<file path="src/rtl/cpu_isa_pkg.sv">
// -----------------------------------------------------------------------------
// cpu_isa_pkg
//   Instruction-set constants shared by the fetch unit and the datapath decode.
//   Contents:
//     - bit positions of every decoded instruction field (COND_MSB..IVMOV_LSB)
//     - HALT_WORD, the encoding that stops instruction fetch
//     - FETCH_CNT_W, width of the RAM-latency wait counter (latency 1..7)
//     - fetch_state_t, the fetch sequencer state encoding
// -----------------------------------------------------------------------------
package cpu_isa_pkg;

  // Field layout of a 32-bit instruction word.
  localparam int COND_MSB  = 31;
  localparam int COND_LSB  = 28;
  localparam int OP_MSB    = 27;
  localparam int OP_LSB    = 24;
  localparam int S_BIT     = 23;
  localparam int DEST_MSB  = 22;
  localparam int DEST_LSB  = 19;
  localparam int SRC2_MSB  = 18;
  localparam int SRC2_LSB  = 15;
  localparam int SRC1_MSB  = 14;
  localparam int SRC1_LSB  = 11;
  localparam int SHROR_MSB = 10;
  localparam int SHROR_LSB = 6;
  // The move immediate overlaps source_2/source_1/shift fields on purpose.
  localparam int IVMOV_MSB = 18;
  localparam int IVMOV_LSB = 3;

  localparam logic [31:0] HALT_WORD = 32'hFFFF_FFFF;

  // Holds MEM_LATENCY-1 for latencies up to 7.
  localparam int FETCH_CNT_W = 3;

  typedef enum logic [1:0] {
    IDLE,
    FETCH,
    HOLD,
    HALT
  } fetch_state_t;

endpackage

</file>
<file path="src/rtl/instr_field_decoder.sv">
// -----------------------------------------------------------------------------
// instr_field_decoder
//   Purely combinational slicer of an instruction word into its fields.
//   Reused by the datapath decode, so it carries no state.
//   Ports:
//     instr        in   DATA_W  instruction word
//     cond         out  4       condition code
//     op_code      out  4       operation
//     s_bit        out  1       set-flags bit
//     destination  out  4       destination register
//     source_2     out  4       second source register
//     source_1     out  4       first source register
//     iv_shift_ror out  5       shift/rotate amount
//     iv_mov       out  16      move immediate
// -----------------------------------------------------------------------------
module instr_field_decoder
  import cpu_isa_pkg::*;
#(
  parameter int DATA_W = 32
) (
  input  logic [DATA_W-1:0] instr,
  output logic [3:0]        cond,
  output logic [3:0]        op_code,
  output logic              s_bit,
  output logic [3:0]        destination,
  output logic [3:0]        source_2,
  output logic [3:0]        source_1,
  output logic [4:0]        iv_shift_ror,
  output logic [15:0]       iv_mov
);

  // NOTE: continuous assigns of plain slices cannot infer latches; any
  // always_comb added here must give every output a default first.
  assign cond         = instr[COND_MSB:COND_LSB];
  assign op_code      = instr[OP_MSB:OP_LSB];
  assign s_bit        = instr[S_BIT];
  assign destination  = instr[DEST_MSB:DEST_LSB];
  assign source_2     = instr[SRC2_MSB:SRC2_LSB];
  assign source_1     = instr[SRC1_MSB:SRC1_LSB];
  assign iv_shift_ror = instr[SHROR_MSB:SHROR_LSB];
  assign iv_mov       = instr[IVMOV_MSB:IVMOV_LSB];

  // The lowest bits belong to no field.
  logic unused_low_bits;
  assign unused_low_bits = ^instr[IVMOV_LSB-1:0];

endmodule

</file>
<file path="src/rtl/instruction_fetch_unit.sv">
// -----------------------------------------------------------------------------
// instruction_fetch_unit
//   Fetch stage in front of the CPU datapath. Sequences instruction-RAM reads,
//   holds the program counter, registers each fetched word and presents it
//   with its decoded fields under a valid/ready handshake. Supports branch
//   redirects and stops on HALT_WORD until reset.
//   Ports:
//     Clk, Reset            clock (rising edge), async active-low reset
//     Start                 pulse; begins fetching from pc when idle
//     Enable, RW_ram        RAM enable, RAM read select (always read)
//     Address_in            RAM word address (follows pc)
//     mem_rdata             RAM read data
//     branch_valid/_target  redirect request and address
//     instr_ready           datapath accepts the held instruction
//     instr_valid           instruction and fields valid
//     instruction, instr_pc registered word and the address it came from
//     Cond..IV_Mov          fields sliced from the registered word
//     pc                    next fetch address
//     halted                halt reached
//   MEM_LATENCY must lie in 1..7.
// -----------------------------------------------------------------------------
module instruction_fetch_unit #(
  parameter int                ADDR_W      = 16,
  parameter int                DATA_W      = 32,
  parameter int                MEM_LATENCY = 1,
  parameter logic [ADDR_W-1:0] RESET_PC    = '0,
  parameter logic [DATA_W-1:0] HALT_WORD   = DATA_W'(cpu_isa_pkg::HALT_WORD)
) (
  input  logic              Clk,
  input  logic              Reset,
  input  logic              Start,
  output logic              Enable,
  output logic              RW_ram,
  output logic [ADDR_W-1:0] Address_in,
  input  logic [DATA_W-1:0] mem_rdata,
  input  logic              branch_valid,
  input  logic [ADDR_W-1:0] branch_target,
  input  logic              instr_ready,
  output logic              instr_valid,
  output logic [DATA_W-1:0] instruction,
  output logic [ADDR_W-1:0] instr_pc,
  output logic [3:0]        Cond,
  output logic [3:0]        OpCode,
  output logic              S,
  output logic [3:0]        destination,
  output logic [3:0]        source_2,
  output logic [3:0]        source_1,
  output logic [4:0]        IV_ShiftRor,
  output logic [15:0]       IV_Mov,
  output logic [ADDR_W-1:0] pc,
  output logic              halted
);

  import cpu_isa_pkg::*;

  localparam logic [FETCH_CNT_W-1:0] CNT_RELOAD = FETCH_CNT_W'(MEM_LATENCY - 1);

  fetch_state_t           state;
  logic [FETCH_CNT_W-1:0] wait_cnt;

  // The RAM is only ever read; the address is the registered pc, so it stays
  // stable for the whole FETCH window.
  assign RW_ram     = 1'b1;
  assign Address_in = pc;

  // NOTE: all state below is updated with non-blocking assignments so every
  // register samples the pre-edge values of the others.
  always_ff @(posedge Clk or negedge Reset) begin
    if (!Reset) begin
      state       <= IDLE;
      pc          <= RESET_PC;
      Enable      <= 1'b0;
      instr_valid <= 1'b0;
      instruction <= '0;
      instr_pc    <= '0;
      halted      <= 1'b0;
      wait_cnt    <= '0;
    end else begin
      case (state)
        IDLE: begin
          if (branch_valid) begin
            pc <= branch_target;
          end else if (Start) begin
            state    <= FETCH;
            Enable   <= 1'b1;
            wait_cnt <= CNT_RELOAD;
          end
        end

        FETCH: begin
          if (branch_valid) begin
            // Abandon the in-flight read; the new address gets a full window.
            pc       <= branch_target;
            wait_cnt <= CNT_RELOAD;
          end else if (wait_cnt == '0) begin
            instruction <= mem_rdata;
            instr_pc    <= pc;
            pc          <= pc + ADDR_W'(1);
            Enable      <= 1'b0;
            instr_valid <= 1'b1;
            state       <= HOLD;
          end else begin
            wait_cnt <= wait_cnt - FETCH_CNT_W'(1);
          end
        end

        HOLD: begin
          if (branch_valid) begin
            // Whether or not it was accepted, the held word is retired and a
            // held HALT_WORD is not acted on.
            pc          <= branch_target;
            instr_valid <= 1'b0;
            Enable      <= 1'b1;
            wait_cnt    <= CNT_RELOAD;
            state       <= FETCH;
          end else if (instr_ready) begin
            instr_valid <= 1'b0;
            if (instruction == HALT_WORD) begin
              halted <= 1'b1;
              state  <= HALT;
            end else begin
              Enable   <= 1'b1;
              wait_cnt <= CNT_RELOAD;
              state    <= FETCH;
            end
          end
        end

        HALT: begin
          // Only reset leaves this state.
        end

        default: state <= IDLE;
      endcase
    end
  end

  instr_field_decoder #(
    .DATA_W (DATA_W)
  ) u_decoder (
    .instr        (instruction),
    .cond         (Cond),
    .op_code      (OpCode),
    .s_bit        (S),
    .destination  (destination),
    .source_2     (source_2),
    .source_1     (source_1),
    .iv_shift_ror (IV_ShiftRor),
    .iv_mov       (IV_Mov)
  );

endmodule

</file>
<file path="config.mk">
export PLATFORM = sky130hd
export DESIGN_NAME = instruction_fetch_unit
export DESIGN_NICKNAME = d
export VERILOG_FILES = /design/src/rtl/cpu_isa_pkg.sv /design/src/rtl/instr_field_decoder.sv /design/src/rtl/instruction_fetch_unit.sv
export SDC_FILE = /design/constraint.sdc
export NUM_CORES = 1
export LEC_CHECK = 0
export BUFFER_PORTS_ARGS = -buffer_cell sky130_fd_sc_hd__buf_2
export CORE_AREA = 3 3 144 90
export CTS_BUF_LIST = sky130_fd_sc_hd__clkbuf_8
export CTS_CLUSTER_SIZE = 30
export DETAILED_ROUTE_END_ITERATION = 10
export DIE_AREA = 0 0 147 93
export RECOVER_POWER = 50
export SKIP_LAST_GASP = 1
export SLEW_MARGIN = 10
export SYNTH_ARGS = -nofsm -noshare
export SYNTH_HDL_FRONTEND = slang
export SYNTH_SLANG_ARGS = --single-unit
</file>
<file path="constraint.sdc">
create_clock -name Clk -period 2.4 [get_ports Clk]
set_clock_uncertainty 0.1 [all_clocks]
set_input_delay 0.6 -clock Clk [delete_from_list [all_inputs] [get_ports Clk]]
set_output_delay 0.6 -clock Clk [all_outputs]
set_load 0.05 [all_outputs]
</file>
==> results of run 1 <==
final timing paths:
path,startpoint,end,slack (ns),depth (start not counted)
worst max register to register,state[0],state[1],0.24,7
min in group Clk,mem_rdata[23],instruction[23],0.37,2
max in group asynchronous,Reset,instruction[10],0.47,2
worst min register to register,halted,halted,0.38,1
worst max-delay path,state[0],state[1],0.24,7
worst min-delay path,Reset,instr_pc[4],0.24,1
flip-flops by register name, indices dropped and copies added (netlist names):
register,count
wait_cnt,3
Address_in,16
halted,1
instr_pc,16
Enable,1
instr_valid,1
instruction,32
state,2
per-layer routing:
| metal | vias up | track usage |
|---|---|---|
| met5 | - | 0 |
| met4 | 2 | 0.0419 |
| met3 | 17 | 0.0421 |
| met2 | 117 | 0.220 |
| met1 | 1455 | 0.206 |
| li1 | 1430 | - |
stage by stage:
stage / instances / cell area (um^2) / worst slack, ns
2_1_floorplan: 348 / 3840 / 0.353
3_3_place_gp: 625 / 4520 / 0.324
6_report: 641 / 4690 / 0.241
3_5_place_dp: 625 / 4520 / 0.268
4_1_cts: 641 / 4790 / 0.234
5_1_grt: 641 / 4690 / 0.0822
cells in the final DEF (no fill, tap or decap), types with 2 or more instances in the layout:
master      count
buf_2         114
dfrtp_1        72
clkbuf_1       62
mux2_2         48
nand2_1        24
a21oi_1        21
nand4_1        14
nor2_1         13
o21ai_0        10
clkbuf_8        9
o22ai_1         8
ha_1            8
inv_1           6
nand3_1         6
a2bb2oi_1       6
buf_4           5
bufinv_16       4
nor3_1          3
and3_1          3
nand2b_1        2
a32o_1          2
o22a_1          2
a31oi_1         2
clkinvlp_4      2
clkbuf_2        2
buf_12          2
logic make-up after synthesis:
family	count (synthesis)	synth area share
fa+ha+maj	8	0.0261
flops	72	0.469
compound gates	61	0.106
mux	49	0.143
other cells	1	0.000977
simple gates	78	0.113
buf+inv	79	0.141
area by class of cell:
cell class	instances	area [um^2]
Tap cell	165	206
Inverter	6	22.5
Clock inverter	7	144
Sequential cell	72	1800
Multi-Input combinational cell	197	1510
Timing Repair Buffer	185	891
Fill cell	1228	7170
Clock buffer	9	124
worst reg2reg max path, cell delays in order, from the launching register on:
cell      delay, ns
dfrtp_1        0.43
inv_1          0.09
ha_1           0.32
nor3b_1        0.21
a211oi_4       0.35
nand2_1        0.22
nor3b_2        0.26
a211oi_2       0.07
==> results.cfg, run 1 <==
[run_status]
status = completed

[sta]
maxSlewHeadroom = 0.334
hold_violations = 0
period_needed_ns = 2.16
tightest_slew_ns = 0.999
setup_tns_ns = 0
fmax_mhz = 463
finalCritPeriodShare = 0.900
holdWs_ns = 0.237
setup_viol = 0
rsz0062_at_grt = false
drv_slew = 0

[layout]
finalNetCount = 532
syn2layout_area_growth_pct = 22.3
drive_above_1_share = 0.412
n_antenna_cell = 0
post-route-util = 0.396

[logic_synthesis]
synth_edf_count = 0
synth_most_common_cell = dfrtp_1
syn_nets = 409
yosys_warnings = 0
ys_seq_area_frac = 0.469
synthTopCellsByCount = dfrtp_1, buf_4, mux2_2
synth.largest_area_cell = dfrtp_1
synthFlopType = dfrtp_1
syn_area_um2 = 3840
synth_seq_cells = 72
syn_area_per_cell_um2 = 11.0
synthTopCellsByArea = dfrtp_1, mux2_2, buf_4
async_reset_ff_frac = 1.00
ys_types = 46
synth_top_area_share = 0.469
netlist_instances = 348

[floorplan]
io_pins = 179
die_height_um = 93
rows = 31
die_w_um = 147
initial_core_util = 0.324
core-area_um2 = 11900
dieArea_um2 = 13700

[global_route]
grt_start_max_net_pins = 40
gr-total-overflow = 0
grt_pass1_vias = 2875
grt_antenna_before_repair = 1
globalRouteTotalUtil = 0.146
grt_pass1_wl_mm = 15.7

[placed_design]
dpl.hpwl_mm = 7.67
io_buffers = 177
place_congestion = 0.833

[route]
wl_met1_mm = 4.67
antenna_left = 0
drt-total-wl_mm = 9.97
wl_per_cell_um = 15.6
drcViolationCount = 0
dr_total_vias = 3021
route.met3.wl_um = 792
first_pass_iters = 4
viasPerCell = 4.71
dr.max_layer_used = met5
route.met2.wl_mm = 4.37
drtIter0Drc = 194

[clock_tree]
cts.sinks = 72
clk_pin_slew_ns = 0.08
cts_root_buffer = clkbuf_8
postCtsResizedCells = 0
ctsHoldBuffers = 0
postCtsSetupBuffers = 0
worstSkewPairLatency_ns = 0.36
cts_tree = yes
cts_max_path_buffers = 2
numCtsBuffers = 9
htree_levels = 3

[setup_path]
cp_top_family = simple AND/OR/NAND/NOR gates
critPathLaunchType = flip-flop
slowest_stage = dfrtp_1
critPathKind = flip-flop to flip-flop
critPathMaxFanout = 7
worst_ep_required_time_ns = 2.53
path_buf_inv = 1
slowest_delay_ns = 0.43
arrival_ns = 2.29
path_cells = inv_1 > ha_1 > nor3b_1 > a211oi_4 > nand2_1 > nor3b_2 > a211oi_2
end_kind = flip-flop

[flow_run]
cap_violations = 0

[worst_hold_path]
hp-class = primary input to async pin
Power of run 1 is not shown: default switching activity piles up to over one toggle a cycle in this logic, so the estimate is an artifact.
==> run 2, diff against run 1 <==
Settings changed: REMOVE_ABC_BUFFERS from default to 1.
==> run 2 against run 1 <==
  * Die area unchanged
  * Cell count stayed put
  * Sequential share of layout area rose by 0.84 points
  * Global-route usage down 0.37 points
  * Critical endpoint unchanged
  * Highest routed layer is now met4
==> results.cfg, run 2 (same netlist as run 1, synthesis figures left out) <==
[layout]
final_cell_mix = buf_2, dfrtp_1, clkbuf_1
fillCellCount = 1249
finalNetCount = 532
largest_register = instruction
layout_commonest_cell = buf_2
final_cells = 641
final_area_um2 = 4590
syn2layout_area_growth_pct = 19.6
drive_above_1_share = 0.405
n_antenna_cell = 0
largest_reg_flops = 32

[setup_path]
critPathMaxFanout = 7
critPathLaunchType = flip-flop
critPathKind = flip-flop to flip-flop
arrival_ns = 2.33
end_kind = flip-flop
worst_ep_required_time_ns = 2.51

[sta]
setup_viol = 0
setup_tns_ns = 0
rsz0062_at_grt = false
drv_slew = 0
finalCritPeriodShare = 0.924
hold_violations = 0
period_needed_ns = 2.22
tightest_slew_ns = 0.928
fmax_mhz = 451
maxSlewHeadroom = 0.381
worst_slack_ns = 0.182

[placed_design]
dp.cells = 625
place_ws_ns = 0.173
placed_area_um2 = 4510
io_buffers = 177
place_congestion = 0.784
dpl.hpwl_mm = 7.26

[clock_tree]
postCtsResizedCells = 0
clk_pin_slew_ns = 0.08
postCtsSetupBuffers = 0
cts_tree = yes
numCtsBuffers = 9
worstSkewPairLatency_ns = 0.34
cts_max_path_buffers = 2
htree_levels = 3
cts.sinks = 72
cts_root_buffer = clkbuf_8
ctsHoldBuffers = 0

[global_route]
globalRouteTotalUtil = 0.143
grt_pass1_wl_mm = 15.4
grt_antenna_before_repair = 0
gr-total-overflow = 0
grt_pass1_vias = 2882
grt_start_max_net_pins = 38

[floorplan]
die_height_um = 93
initial_core_util = 0.324
die_w_um = 147
io_pins = 179
dieArea_um2 = 13700
rows = 31
core-area_um2 = 11900

[route]
dr_total_vias = 2998
drtIter0Drc = 182
viasPerCell = 4.68
wl_per_cell_um = 15.0
drt-total-wl_mm = 9.65
first_pass_iters = 5
antenna_left = 0
drcViolationCount = 0

[run_status]
status = completed

[worst_hold_path]
hp-class = primary input to async pin

[flow_run]
cap_violations = 0
[run 2: cell types whose count changed in the layout (fill, tap and decap cells not counted), sizes merged]
cell,previous run,this run
bufinv,4,1
inv,6,9
clkinvlp,2,0
clkinv,1,3
[run 2: routing by layer]
layer  GRT usage  routed length (um)
met5           0                   0
met4      0.0395                  48
met3      0.0407                 567
met2       0.214                4310
met1       0.202                4720
[run 2: area by class of cell]
class                   count  area (um^2)  share of cell area
clock buffers               9          124              0.0270
well taps                 165          206              0.0449
multi-input cells         197         1510               0.328
inverters                   6         22.5             0.00490
flip-flops and latches     72         1800               0.392
repair buffers            185          878               0.191
clock inverters             7         56.3              0.0123
[run 2: through the flow]
step | hold WS, ns | utilization
2_1_floorplan | 0.204 | -
3_3_place_gp | 0.367 | 0.380
3_5_place_dp | 0.368 | 0.380
4_1_cts | 0.109 | 0.395
5_1_grt | 0.325 | 0.387
6_report | 0.275 | 0.387
[run 2: worst paths after layout]
path	start	end	slack, ns	cells after the start
worst max-delay path	state[0]	state[1]	0.18	7
max in group asynchronous	Reset	instruction[5]	0.49	2
worst min-delay path	Reset	Address_in[3]	0.27	1
min in group Clk	mem_rdata[7]	instruction[7]	0.38	2
worst min register to register	Enable	Enable	0.39	1
worst max register to register	state[0]	state[1]	0.18	7
[run 2: critical path, stage by stage, from the launching register on]
cell and delay, ns:
dfrtp_1 0.42, inv_1 0.08, ha_1 0.31, nor3b_1 0.21
a211oi_4 0.36, nand2_1 0.23, nor3b_2 0.31, a211oi_2 0.08
Power of run 2 is left out for the same reason.
==> run 3, diff against run 2 <==
Settings changed: CELL_PAD_IN_SITES_DETAIL_PLACEMENT from default to 0, CELL_PAD_IN_SITES_GLOBAL_PLACEMENT from default to 1, CORE_AREA 3 3 144 90 to 2 2 143 89, DIE_AREA 0 0 147 93 to 0 0 145 91, PLACE_DENSITY_LB_ADDON from default to 0.1.
==> run 3 against run 2 <==
  * The flow now finishes with violations (capacitance limit, slew limit)
  * Hold slack better by 0.10 ns
  * Core utilization up 0.61 points
  * Register-to-register slack better by 0.11 ns
  * Via count down 0.67%
==> results.cfg, run 3 (same netlist as run 1, synthesis figures left out) <==
[run_status]
status = finished with violations
violations = capacitance limit, slew limit

[route]
viasPerCell = 4.63
wl_per_cell_um = 15.4
dr_total_vias = 2978
first_pass_iters = 4
antenna_left = 0
drcViolationCount = 0
drtIter0Drc = 156
drt-total-wl_mm = 9.90

[floorplan]
die_height_um = 91
die_w_um = 145
initial_core_util = 0.325
core-area_um2 = 11800
io_pins = 179
dieArea_um2 = 13200
rows = 31

[layout]
final_cell_mix = buf_2, dfrtp_1, clkbuf_1
layout_commonest_cell = buf_2
fillCellCount = 1253
largest_reg_flops = 32
drive_above_1_share = 0.417
finalNetCount = 533
largest_register = instruction
syn2layout_area_growth_pct = 21.1

[sta]
finalCritPeriodShare = 0.877
tightest_slew_ns = 1.70
worst_slack_ns = 0.295
drv_slew = 73
setup_tns_ns = 0
holdWs_ns = 0.377
fmax_mhz = 475
setup_viol = 0
rsz0062_at_grt = false
period_needed_ns = 2.10
maxSlewHeadroom = -0.131
hold_violations = 0

[setup_path]
slowest_stage = dfrtp_1
critPathKind = flip-flop to flip-flop
path_cells = inv_1 > ha_1 > nand4b_4 > nor4_4 > nand3_2 > nor3b_2 > a211oi_2
critPathMaxFanout = 7
critPathLaunchType = flip-flop
cp_top_family = simple AND/OR/NAND/NOR gates
arrival_ns = 2.26
worst_ep_required_time_ns = 2.56
end_kind = flip-flop
path_buf_inv = 1
slowest_delay_ns = 0.43

[global_route]
globalRouteTotalUtil = 0.150
grt_pass1_wl_mm = 15.6
grt_start_max_net_pins = 73
grt_pass1_vias = 2748
grt_antenna_before_repair = 0
gr-total-overflow = 0

[clock_tree]
clk_pin_slew_ns = 0.08
numCtsBuffers = 9
cts.sinks = 72
cts_root_buffer = clkbuf_8
htree_levels = 3
cts_tree = yes
postCtsSetupBuffers = 0
cts_max_path_buffers = 2
worstSkewPairLatency_ns = 0.34

[placed_design]
io_buffers = 177
place_ws_ns = 0.205
place_congestion = 0.716
dpl.hpwl_mm = 7.06

[flow_run]
cap_violations = 1

[worst_hold_path]
hp-class = flip-flop to flip-flop
run 3: path summary, 6_finish.rpt:
kind	start	endpoint	slack, ns	cells past startpoint
worst min-delay path	halted	halted	0.38	1
worst min register to register	halted	halted	0.38	1
worst max-delay path	state[0]	state[1]	0.30	7
worst max register to register	state[0]	state[1]	0.30	7
max in group asynchronous	Reset	instruction[24]	0.45	2
min in group asynchronous	Reset	instr_pc[3]	0.68	2
run 3: per-layer routing:
| layer | wire length (um) | vias up | GRT usage |
|---|---|---|---|
| li1 | - | 1424 | - |
| met1 | 5070 | 1462 | 0.227 |
| met2 | 4210 | 85 | 0.204 |
| met3 | 559 | 7 | 0.0503 |
| met4 | 56 | 0 | 0.0355 |
| met5 | 0 | - | 0 |
run 3: cell type report:
cell class                      count  area [um^2]  share of cell area
Antenna cell                        1         2.50            0.000538
Clock buffer                       10          138              0.0296
Clock inverter                      6         82.6              0.0178
Inverter                            6         22.5             0.00484
Multi-Input combinational cell    197         1510               0.324
Sequential cell                    72         1800               0.387
Tap cell                          165          206              0.0444
Timing Repair Buffer              186          890               0.191
run 3: repair_timing:
action                                  4_1_cts  5_1_grt
resized for setup                             0        1
endpoints found under the setup margin        0        1
hold buffers                                  0        0
run 3: metrics by stage:
step / util / area [um^2] / cells
2_1_floorplan: - / 3320 / 275
3_3_place_gp: 0.382 / 4520 / 626
3_5_place_dp: 0.382 / 4520 / 626
4_1_cts: 0.400 / 4740 / 642
5_1_grt: 0.393 / 4650 / 642
6_report: 0.393 / 4650 / 643
Power of run 3 is left out for the same reason.
